`src/rtl/uc_pkg.sv`:
```
// Shared opcode map, FSM state encoding and decoded-control payload for the microc control unit.
package uc_pkg;

   localparam int unsigned OPW   = 6;
   localparam int unsigned ALUW  = 3;

   localparam logic [ALUW-1:0] OP_ALU_PFX = 3'b000;
   localparam logic [OPW-1:0]  OP_LOADI   = 6'b001000;
   localparam logic [OPW-1:0]  OP_JMP     = 6'b010000;
   localparam logic [OPW-1:0]  OP_JZ      = 6'b010001;
   localparam logic [OPW-1:0]  OP_JNZ     = 6'b010010;
   localparam logic [OPW-1:0]  OP_CALL    = 6'b010011;
   localparam logic [OPW-1:0]  OP_RET     = 6'b010100;
   localparam logic [OPW-1:0]  OP_JREL    = 6'b010101;
   localparam logic [OPW-1:0]  OP_IN      = 6'b011000;
   localparam logic [OPW-1:0]  OP_OUT     = 6'b011001;
   localparam logic [OPW-1:0]  OP_OUTI    = 6'b011010;
   localparam logic [OPW-1:0]  OP_WAIT    = 6'b011100;
   localparam logic [OPW-1:0]  OP_HALT    = 6'b111111;

   typedef enum logic [1:0] {
      ST_RUN  = 2'd0,
      ST_WAIT = 2'd1,
      ST_HALT = 2'd2
   } state_t;

   // Datapath select/enable bundle
   typedef struct packed {
      logic            s_inc;
      logic            s_inm;
      logic            we3;
      logic [ALUW-1:0] op;
      logic            s_subrutina;
      logic            s_ra;
      logic            s_rel;
      logic            s_in;
      logic            s_out;
      logic            out_in;
   } ctrl_t;

   typedef struct packed {
      ctrl_t ctrl;
      logic  alu;
      logic  wait_op;
      logic  halt;
   } dec_t;

endpackage

```
`src/rtl/uc_decode.sv`:
```
// Combinational opcode-to-control table for the RUN state.
// With UC_ERR_EN defined it also flags CALL, RET and undefined opcodes.
module uc_decode
   import uc_pkg::*;
(
   input  logic [OPW-1:0] i_opcode,
   input  logic           i_zflag,
   output dec_t           o_dec_c
`ifdef UC_ERR_EN
   ,
   output logic           o_call_c,
   output logic           o_ret_c,
   output logic           o_illegal_c
`endif
);

   always_comb begin
      o_dec_c            = '0;
      o_dec_c.ctrl.s_inc = 1'b1;
`ifdef UC_ERR_EN
      o_call_c    = 1'b0;
      o_ret_c     = 1'b0;
      o_illegal_c = 1'b0;
`endif
      if (i_opcode[OPW-1:ALUW] == OP_ALU_PFX) begin
         o_dec_c.ctrl.we3 = 1'b1;
         o_dec_c.ctrl.op  = i_opcode[ALUW-1:0];
         o_dec_c.alu      = 1'b1;
      end else begin
         case (i_opcode)
            OP_LOADI: begin
               o_dec_c.ctrl.we3   = 1'b1;
               o_dec_c.ctrl.s_inm = 1'b1;
            end
            OP_JMP:  o_dec_c.ctrl.s_inc = 1'b0;
            OP_JZ:   o_dec_c.ctrl.s_inc = ~i_zflag;
            OP_JNZ:  o_dec_c.ctrl.s_inc = i_zflag;
            OP_CALL: begin
               o_dec_c.ctrl.s_inc       = 1'b0;
               o_dec_c.ctrl.s_subrutina = 1'b1;
`ifdef UC_ERR_EN
               o_call_c = 1'b1;
`endif
            end
            OP_RET: begin
               o_dec_c.ctrl.s_ra = 1'b1;
`ifdef UC_ERR_EN
               o_ret_c = 1'b1;
`endif
            end
            OP_JREL: o_dec_c.ctrl.s_rel = 1'b1;
            OP_IN: begin
               o_dec_c.ctrl.we3  = 1'b1;
               o_dec_c.ctrl.s_in = 1'b1;
            end
            OP_OUT:  o_dec_c.ctrl.s_out = 1'b1;
            OP_OUTI: begin
               o_dec_c.ctrl.s_out  = 1'b1;
               o_dec_c.ctrl.out_in = 1'b1;
            end
            // WAIT and HALT hold the PC on their own (self-addressed) target
            OP_WAIT: begin
               o_dec_c.ctrl.s_inc = 1'b0;
               o_dec_c.wait_op    = 1'b1;
            end
            OP_HALT: begin
               o_dec_c.ctrl.s_inc = 1'b0;
               o_dec_c.halt       = 1'b1;
            end
            default: begin
`ifdef UC_ERR_EN
               o_illegal_c = 1'b1;
`endif
            end
         endcase
      end
   end

endmodule

```
`src/rtl/control_unit.sv`:
```
// Sequencer for the microc datapath: RUN/WAIT/HALT FSM, registered Z flag and WAIT counter.
// Optional UC_ERR_EN builds call-depth tracking plus sticky err_stack/err_illegal flags.
module control_unit
   import uc_pkg::*;
#(
   parameter int unsigned WAIT_CYCLES = 16,
   parameter int unsigned MAX_DEPTH   = 1,
   parameter int unsigned DW          = 2
) (
   input  logic            clk,
   input  logic            reset,
   input  logic [OPW-1:0]  opcode,
   input  logic            z,
   output logic            s_inc,
   output logic            s_inm,
   output logic            we3,
   output logic [ALUW-1:0] op,
   output logic            s_subrutina,
   output logic            s_ra,
   output logic            s_rel,
   output logic            s_in,
   output logic            s_out,
   output logic            out_in,
   output logic            halted,
   output logic            err_stack,
   output logic            err_illegal
);

   localparam int unsigned CW = (WAIT_CYCLES > 1) ? $clog2(WAIT_CYCLES) : 1;

   if (WAIT_CYCLES < 1 || MAX_DEPTH >= (1 << DW)) begin : g_param_chk
      $error("control_unit: WAIT_CYCLES must be >=1 and MAX_DEPTH must fit in DW bits");
   end

   state_t        r_state;
   state_t        w_state_nxt;
   logic          r_zflag;
   logic [CW-1:0] r_wait_cnt;
   dec_t          w_dec;
   ctrl_t         w_ctrl;
   logic          w_halted;
   logic          w_run;

   assign w_run = (r_state == ST_RUN);

`ifdef UC_ERR_EN
   logic w_call;
   logic w_ret;
   logic w_illegal;

   uc_decode u_decode (
      .i_opcode    (opcode),
      .i_zflag     (r_zflag),
      .o_dec_c     (w_dec),
      .o_call_c    (w_call),
      .o_ret_c     (w_ret),
      .o_illegal_c (w_illegal)
   );
`else
   uc_decode u_decode (
      .i_opcode (opcode),
      .i_zflag  (r_zflag),
      .o_dec_c  (w_dec)
   );
`endif

   always_ff @(posedge clk or negedge reset) begin
      if (!reset) r_state <= ST_RUN;
      else        r_state <= w_state_nxt;
   end

   // Next state and control outputs; WAIT/HALT override the decode table
   always_comb begin
      w_state_nxt = r_state;
      w_ctrl      = '0;
      w_halted    = 1'b0;
      case (r_state)
         ST_RUN: begin
            w_ctrl = w_dec.ctrl;
            if (w_dec.wait_op)   w_state_nxt = ST_WAIT;
            else if (w_dec.halt) w_state_nxt = ST_HALT;
         end
         ST_WAIT: begin
            if (r_wait_cnt == '0) begin
               w_ctrl.s_inc = 1'b1;
               w_state_nxt  = ST_RUN;
            end
         end
         ST_HALT: w_halted = 1'b1;
         default: w_state_nxt = ST_RUN;
      endcase
   end

   always_ff @(posedge clk or negedge reset) begin
      if (!reset) begin
         r_zflag    <= 1'b0;
         r_wait_cnt <= '0;
      end else begin
         if (w_run && w_dec.alu) r_zflag <= z;
         if (w_run && w_dec.wait_op)
            r_wait_cnt <= CW'(WAIT_CYCLES - 1);
         else if (r_state == ST_WAIT && r_wait_cnt != '0)
            r_wait_cnt <= r_wait_cnt - CW'(1);
      end
   end

`ifdef UC_ERR_EN
   logic [DW-1:0] r_depth;
   logic          r_err_stack;
   logic          r_err_illegal;

   // Depth saturates at both ends; an overflow/underflow still executes but latches the error
   always_ff @(posedge clk or negedge reset) begin
      if (!reset) begin
         r_depth       <= '0;
         r_err_stack   <= 1'b0;
         r_err_illegal <= 1'b0;
      end else if (w_run) begin
         if (w_call) begin
            if (r_depth == DW'(MAX_DEPTH)) r_err_stack <= 1'b1;
            else                           r_depth     <= r_depth + DW'(1);
         end
         if (w_ret) begin
            if (r_depth == '0) r_err_stack <= 1'b1;
            else               r_depth     <= r_depth - DW'(1);
         end
         if (w_illegal) r_err_illegal <= 1'b1;
      end
   end

   assign err_stack   = reset & r_err_stack;
   assign err_illegal = reset & r_err_illegal;
`else
   assign err_stack   = 1'b0;
   assign err_illegal = 1'b0;
`endif

   // Everything is forced low while reset is held
   assign s_inc       = reset & w_ctrl.s_inc;
   assign s_inm       = reset & w_ctrl.s_inm;
   assign we3         = reset & w_ctrl.we3;
   assign op          = {ALUW{reset}} & w_ctrl.op;
   assign s_subrutina = reset & w_ctrl.s_subrutina;
   assign s_ra        = reset & w_ctrl.s_ra;
   assign s_rel       = reset & w_ctrl.s_rel;
   assign s_in        = reset & w_ctrl.s_in;
   assign s_out       = reset & w_ctrl.s_out;
   assign out_in      = reset & w_ctrl.out_in;
   assign halted      = reset & w_halted;

endmodule

```
`config.mk`:
```
export PLATFORM = sky130hd
export DESIGN_NAME = control_unit
export DESIGN_NICKNAME = d
export VERILOG_FILES = /design/src/rtl/uc_pkg.sv /design/src/rtl/uc_decode.sv /design/src/rtl/control_unit.sv
export SDC_FILE = /design/constraint.sdc
export NUM_CORES = 1
export LEC_CHECK = 0
export ABC_AREA = 1
export ABC_CLOCK_PERIOD_IN_PS = 1800
export CORE_MARGIN = 2
export CORE_UTILIZATION = 44
export CTS_BUF_LIST = sky130_fd_sc_hd__clkbuf_2
export DETAILED_ROUTE_END_ITERATION = 16
export GPL_ROUTABILITY_DRIVEN = 0
export PLACE_DENSITY = 0.86
export SLEW_MARGIN = 25
export SYNTH_ARGS = -nofsm -noshare
export SYNTH_HDL_FRONTEND = slang
export SYNTH_SLANG_ARGS = --single-unit
```
`constraint.sdc`:
```
create_clock -name clk -period 1.8 [get_ports clk]
set_input_delay 0.36 -clock clk [delete_from_list [all_inputs] [get_ports clk]]
set_output_delay 0.36 -clock clk [all_outputs]
set_load 0.005 [all_outputs]
```
# After elaboration in Yosys (flattened, before gate mapping)
# Cells that the tools add are included.
[op_classes] shift=0 addsub=1 multipliers=0 mux=27 magnitude_cmp=0 n_reduce_logical=12 n_div=0 n_bitwise=13 n_eq_ne=16
[op_table] operator="$eq A6 B5 Y1 const B" count=10
[op_table] operator="$mux W1" count=14
[op_table] operator="$mux W11" count=1
[op_table] operator="$and A1 B1 Y1" count=10
[op_table] operator="$mux W2" count=5
[op_table] operator="$mux W4" count=2
[op_table] operator="$eq A6 B4 Y1 const B" count=1
[op_table] operator="$eq A6 B6 Y1 const B" count=1
[op_table] operator="$mux W6" count=1
[op_table] operator="$pmux W2 S3" count=1
[op_table] operator="$logic_not A4 Y1" count=1
[op_table] operator="$reduce_bool A4 Y1" count=1
[op_table] operator="$reduce_or A2 Y1" count=2
[op_table] operator="$reduce_or A4 Y1" count=1
[op_table] operator="$sub A4 B1 Y4 const B" count=1
[op_table] operator="$and A3 B3 Y3" count=1
[op_table] operator="$logic_and A1 B1 Y1" count=3
[op_table] operator="$logic_not A3 Y1" count=1
[op_table] operator="$mux W3" count=1
[op_table] operator="$ne A3 B2 Y1 const B" count=1
[op_table] operator="$pmux W1 S3" count=1
[op_table] operator="$reduce_and A3 Y1" count=1
[op_table] operator="$eq A2 B1 Y1 const B" count=1
[op_table] operator="$eq A2 B2 Y1 const B" count=1
[op_table] operator="other kinds (5)" count=6
[word_totals] reg_bits=7 latchBits=0 wordCells=72 romBits=0 out_inout_bits=15 n_memories=0 input_bits=9 ramBits=0

# Depth between registers and ports, before layout
[logic_depth] word_depth=6 ltp_mapped=7 depth_no_buf=7

# Hierarchy
# Synthesis repeated with hierarchy kept, for this count alone.
[hier_totals] hier_cells=125 hier_area_um2=750.7
[modules_own_cells] module="control_unit" n_inst=1 seq_area_each_um2=175.2 area_each_um2=529.3 cells_each=77
[modules_own_cells] module="uc_decode" n_inst=1 seq_area_each_um2=0.0 area_each_um2=221.5 cells_each=48

# Worst setup path before layout
# No wires, ideal clock.
[synth_timing] path_type="flip-flop to output port" startpoint="reg r_state[0]" endpoint="out s_out" t_arrival_ns=0.983 path_stages_with_launch=6 required_ns=1.440 n_path_buf=0 setup_slack_ns=0.457 path_cell_list="dfrtp_1 nor2_2 inv_2 nor2_4 nand3_1 nor3b_1"
[synth_via] elab_chain_len=3
[synth_lines] element="start: declaration" line_no="control_unit.sv:35" rtl="state_t r_state;"
[synth_lines] element="start signal: assignment" line_no="control_unit.sv:69" rtl="else r_state <= w_state_nxt;"
[synth_lines] element="$logic_not A2 Y1" line_no="control_unit.sv:77" rtl="case (r_state)"
[synth_lines] element="$mux W11" line_no="control_unit.sv:77"
[synth_lines] element="$and A1 B1 Y1" line_no="control_unit.sv:147" rtl="assign s_out = reset & w_ctrl.s_out;"
[synth_lines] element="end: declaration" line_no="control_unit.sv:22" rtl="output logic s_out,"
# No other way between the ends.

# Worst setup path after layout
[layout_timing] startpoint="reg r_state[1]" endpoint="out op[2]"
[layout_via] elab_chain_len=3
[layout_lines] element="$logic_not A2 Y1" line_no="control_unit.sv:77"
[layout_lines] element="$mux W11" line_no="control_unit.sv:77"
[layout_lines] element="$and A3 B3 Y3" line_no="control_unit.sv:142" rtl="assign op = {ALUW{reset}} & w_ctrl.op;"
[layout_lines] element="end: declaration" line_no="control_unit.sv:17" rtl="output logic [ALUW-1:0] op,"
# No other way between the ends.

==> impl_metrics.json <==
{
  "clock_input_transition_at_the_sequential_cells_of_the_worst_setup_and_hold_paths_ps": 90,
  "final.setup_skew_ps": 14.7,
  "wire_length_of_the_first_global_routing_pass_mm": 4.07,
  "num-nets-final": 155,
  "maxClockFrequency_mhz": 532,
  "dpl_cell_area_um2": 953,
  "reg2reg_to": "r_wait_cnt[3]$_DFFE_PN0P_",
  "crit_slowest_cell": "dfrtp_1",
  "synth-warning-count": 0,
  "cpPeakStageDelay_ps": 400,
  "fraction_of_layout_instances_using_a_drive_strength_above_1": 0.611,
  "layout.filler_cells": 79,
  "vdd.ir_drop.worst_mv": 0.877,
  "first_pass_iters": 4,
  "ports_placed_on_the_boundary": 24,
  "globalRoute.totalOverflow": 0,
  "dp_hpwl_mm": 1.48,
  "clock_tree.root_cell": "clkbuf_2",
  "maximum_number_of_pins_on_one_net_before_global_route_repair": 9,
  "pre_cts_slack_ps": -674,
  "portBuffers": 21,
  "ys_types": 24,
  "outcome": "complete, but fails checks",
  "number_of_buffers_inserted_during_clock_tree_synthesis": 3,
  "layout_commonest_cell": "buf_4",
  "timing.reg2reg.worst_path_depth": 7,
  "start_util": 0.473,
  "area_of_all_placed_cells_without_fillers_mm2": 0.00113,
  "drc": 0,
  "synth-seq-area-share": 0.281,
  "max_slew_violation_count": 0,
  "hp-class": "input pin to async pin",
  "cp_cell_sequence": "nor2_2, inv_2, nor2_4, nand3_2, buf_6, nor3_2, buf_2",
  "wp_data_arrival_ps": 1520,
  "syn_inst": 93,
  "syn2layout_area_growth_pct": 81.5,
  "period_minus_slack_ps": 1880,
  "row_count": 13,
  "synthesized_flop_and_latch_total": 7,
  "timing_hold_violations_final": 0,
  "fp.coreArea_mm2": 0.00132,
  "numClockSinks": 7,
  "violated_checks": "setup timing",
  "critPathLaunchType": "flop",
  "leakagePower_uw": 0.000567,
  "drv_cap": 0,
  "via_density_per_instance": 5.52,
  "setup_ws_ps": -78.4,
  "post_synth_instance_area_um2": 623,
  "p_per_area_mw_per_mm2": 1100,
  "path_type_of_the_worst_setup_path": "flop to primary output",
  "finalSetupViolCount": 7,
  "setup_tns_ps": -280,
  "layout_worst_path_cycle_share": 1.04,
  "rsz0062_at_grt": "true",
  "final.hold.worst_slack_ps": 164,
  "die_width_um": 41.6,
  "rr_startpoint": "r_state[0]$_DFFE_PN0P_",
  "clock_latency_ps": 270,
  "critical_path.endpoint_type": "primary output",
  "antenna-diode-count": 0,
  "final_cell_mix": "buf_4, nand2_1, buf_2",
  "first_global_vias": 869,
  "wl_per_cell_um": 15.5,
  "totalWireLength_mm": 2.47,
  "groute.usage.overall": 0.312,
  "clock_path_buffers": 2,
  "cp_max_fo": 3,
  "cts_tree": "yes",
  "antenna_found_initial": 0,
  "antenna_left": 0,
  "cp.required_ps": 1440,
  "design.die.area_mm2": 0.00173,
  "reg2reg_slack_ps": 370,
  "drt_iter0_drc": 23,
  "clock_h_tree_levels": 1,
  "chipHeight_um": 41.6,
  "detailroute.via_count": 877,
  "synthesis.area_per_instance_um2": 6.70
}
[registers in the layout (all words and copies together), names as in the netlist]
register	cells
r_zflag	1
r_state	2
r_wait_cnt	4
[synth_stat cells]
library cell	number	area, um2
a21oi_1	4	20.0
a31oi_1	1	6.26
a31oi_4	1	21.3
buf_4	2	15.0
conb_1	1	3.75
dfrtp_1	7	175
ha_1	1	12.5
inv_1	14	52.6
inv_2	3	11.3
nand2_1	17	63.8
nand2_2	2	12.5
nand3_1	10	50.1
nand3_2	1	10.0
nand4_1	1	6.26
nor2_1	11	41.3
nor2_2	2	12.5
nor2_4	3	33.8
nor3_1	4	20.0
nor3b_1	1	7.51
nor4_1	1	6.26
o211ai_1	1	7.51
o21ai_0	3	15.0
o31ai_2	1	12.5
or2_2	1	6.26
[where the power goes]
| part | total [uW] | internal [uW] | switching, uW |
|---|---|---|---|
| sequential | 286 | 231 | 54.7 |
| clock | 132 | 58.9 | 72.7 |
| combinational | 832 | 403 | 429 |
[what timing repair did]
| item | 4_1_cts | 5_1_grt |
|---|---|---|
| pin swaps | 7 | 11 |
| resized for setup | 78 | 25 |
| hold buffers | 0 | 0 |
| endpoints found under the setup margin | 13 | 13 |
| setup buffers | 9 | 5 |
| cloned | 0 | 0 |
[per-layer routing]
metal  track usage  vias to the layer above  wire (um)
met2         0.513                       34       1270
li1              -                      398          -
met3        0.0652                       13         86
met1         0.377                      432        995
met5             0                        -          0
met4         0.168                        0        112
[through the flow]
| step | util | power, uW | instances |
|---|---|---|---|
| after global routing | 0.859 | 1350 | 159 |
| after detailed placement | 0.724 | 853 | 143 |
| after floorplan | - | 614 | 94 |
| after global placement | 0.724 | 817 | 143 |
| final | 0.859 | 1250 | 159 |
| after CTS | 0.814 | 1140 | 156 |
[final cells by class]
| cell class | count | area, um2 | area share |
|---|---|---|---|
| multi-input combinational | 68 | 490 | 0.434 |
| timing repair buffer | 48 | 363 | 0.321 |
| inverter | 17 | 63.8 | 0.0564 |
| sequential | 7 | 175 | 0.155 |
| tap | 15 | 18.8 | 0.0166 |
| clock buffer | 4 | 20.0 | 0.0177 |
[kinds of logic after synthesis]
logic type	Yosys count	synth area share
DFF	7	0.281
adders and majority gates	1	0.0201
AOI/OAI and AO/OA	11	0.133
and+or+nand+nor	54	0.434
buffers and inverters	19	0.126
other	1	0.00602
[critical path: cells and delay by family (launching register included)]
kind	cells	cell delay [ps]
flip-flops	1	400
AND/OR/NAND/NOR	4	500
buffers and inverters	3	350
[worst max path at each step]
stage	slack, ps	endpoint	start	cells after the start
floorplan	460	s_out	r_state[0]$_DFFE_PN0P_	5
global placement	-540	s_in	opcode[0]	5
detailed placement	-670	s_in	opcode[0]	5
CTS	-100	s_in	opcode[5]	6
global route	-150	op[2]	r_state[1]$_DFFE_PN0P_	7
finish	-80	op[2]	r_state[1]$_DFFE_PN0P_	7
(Power assumes the default switching activity.)
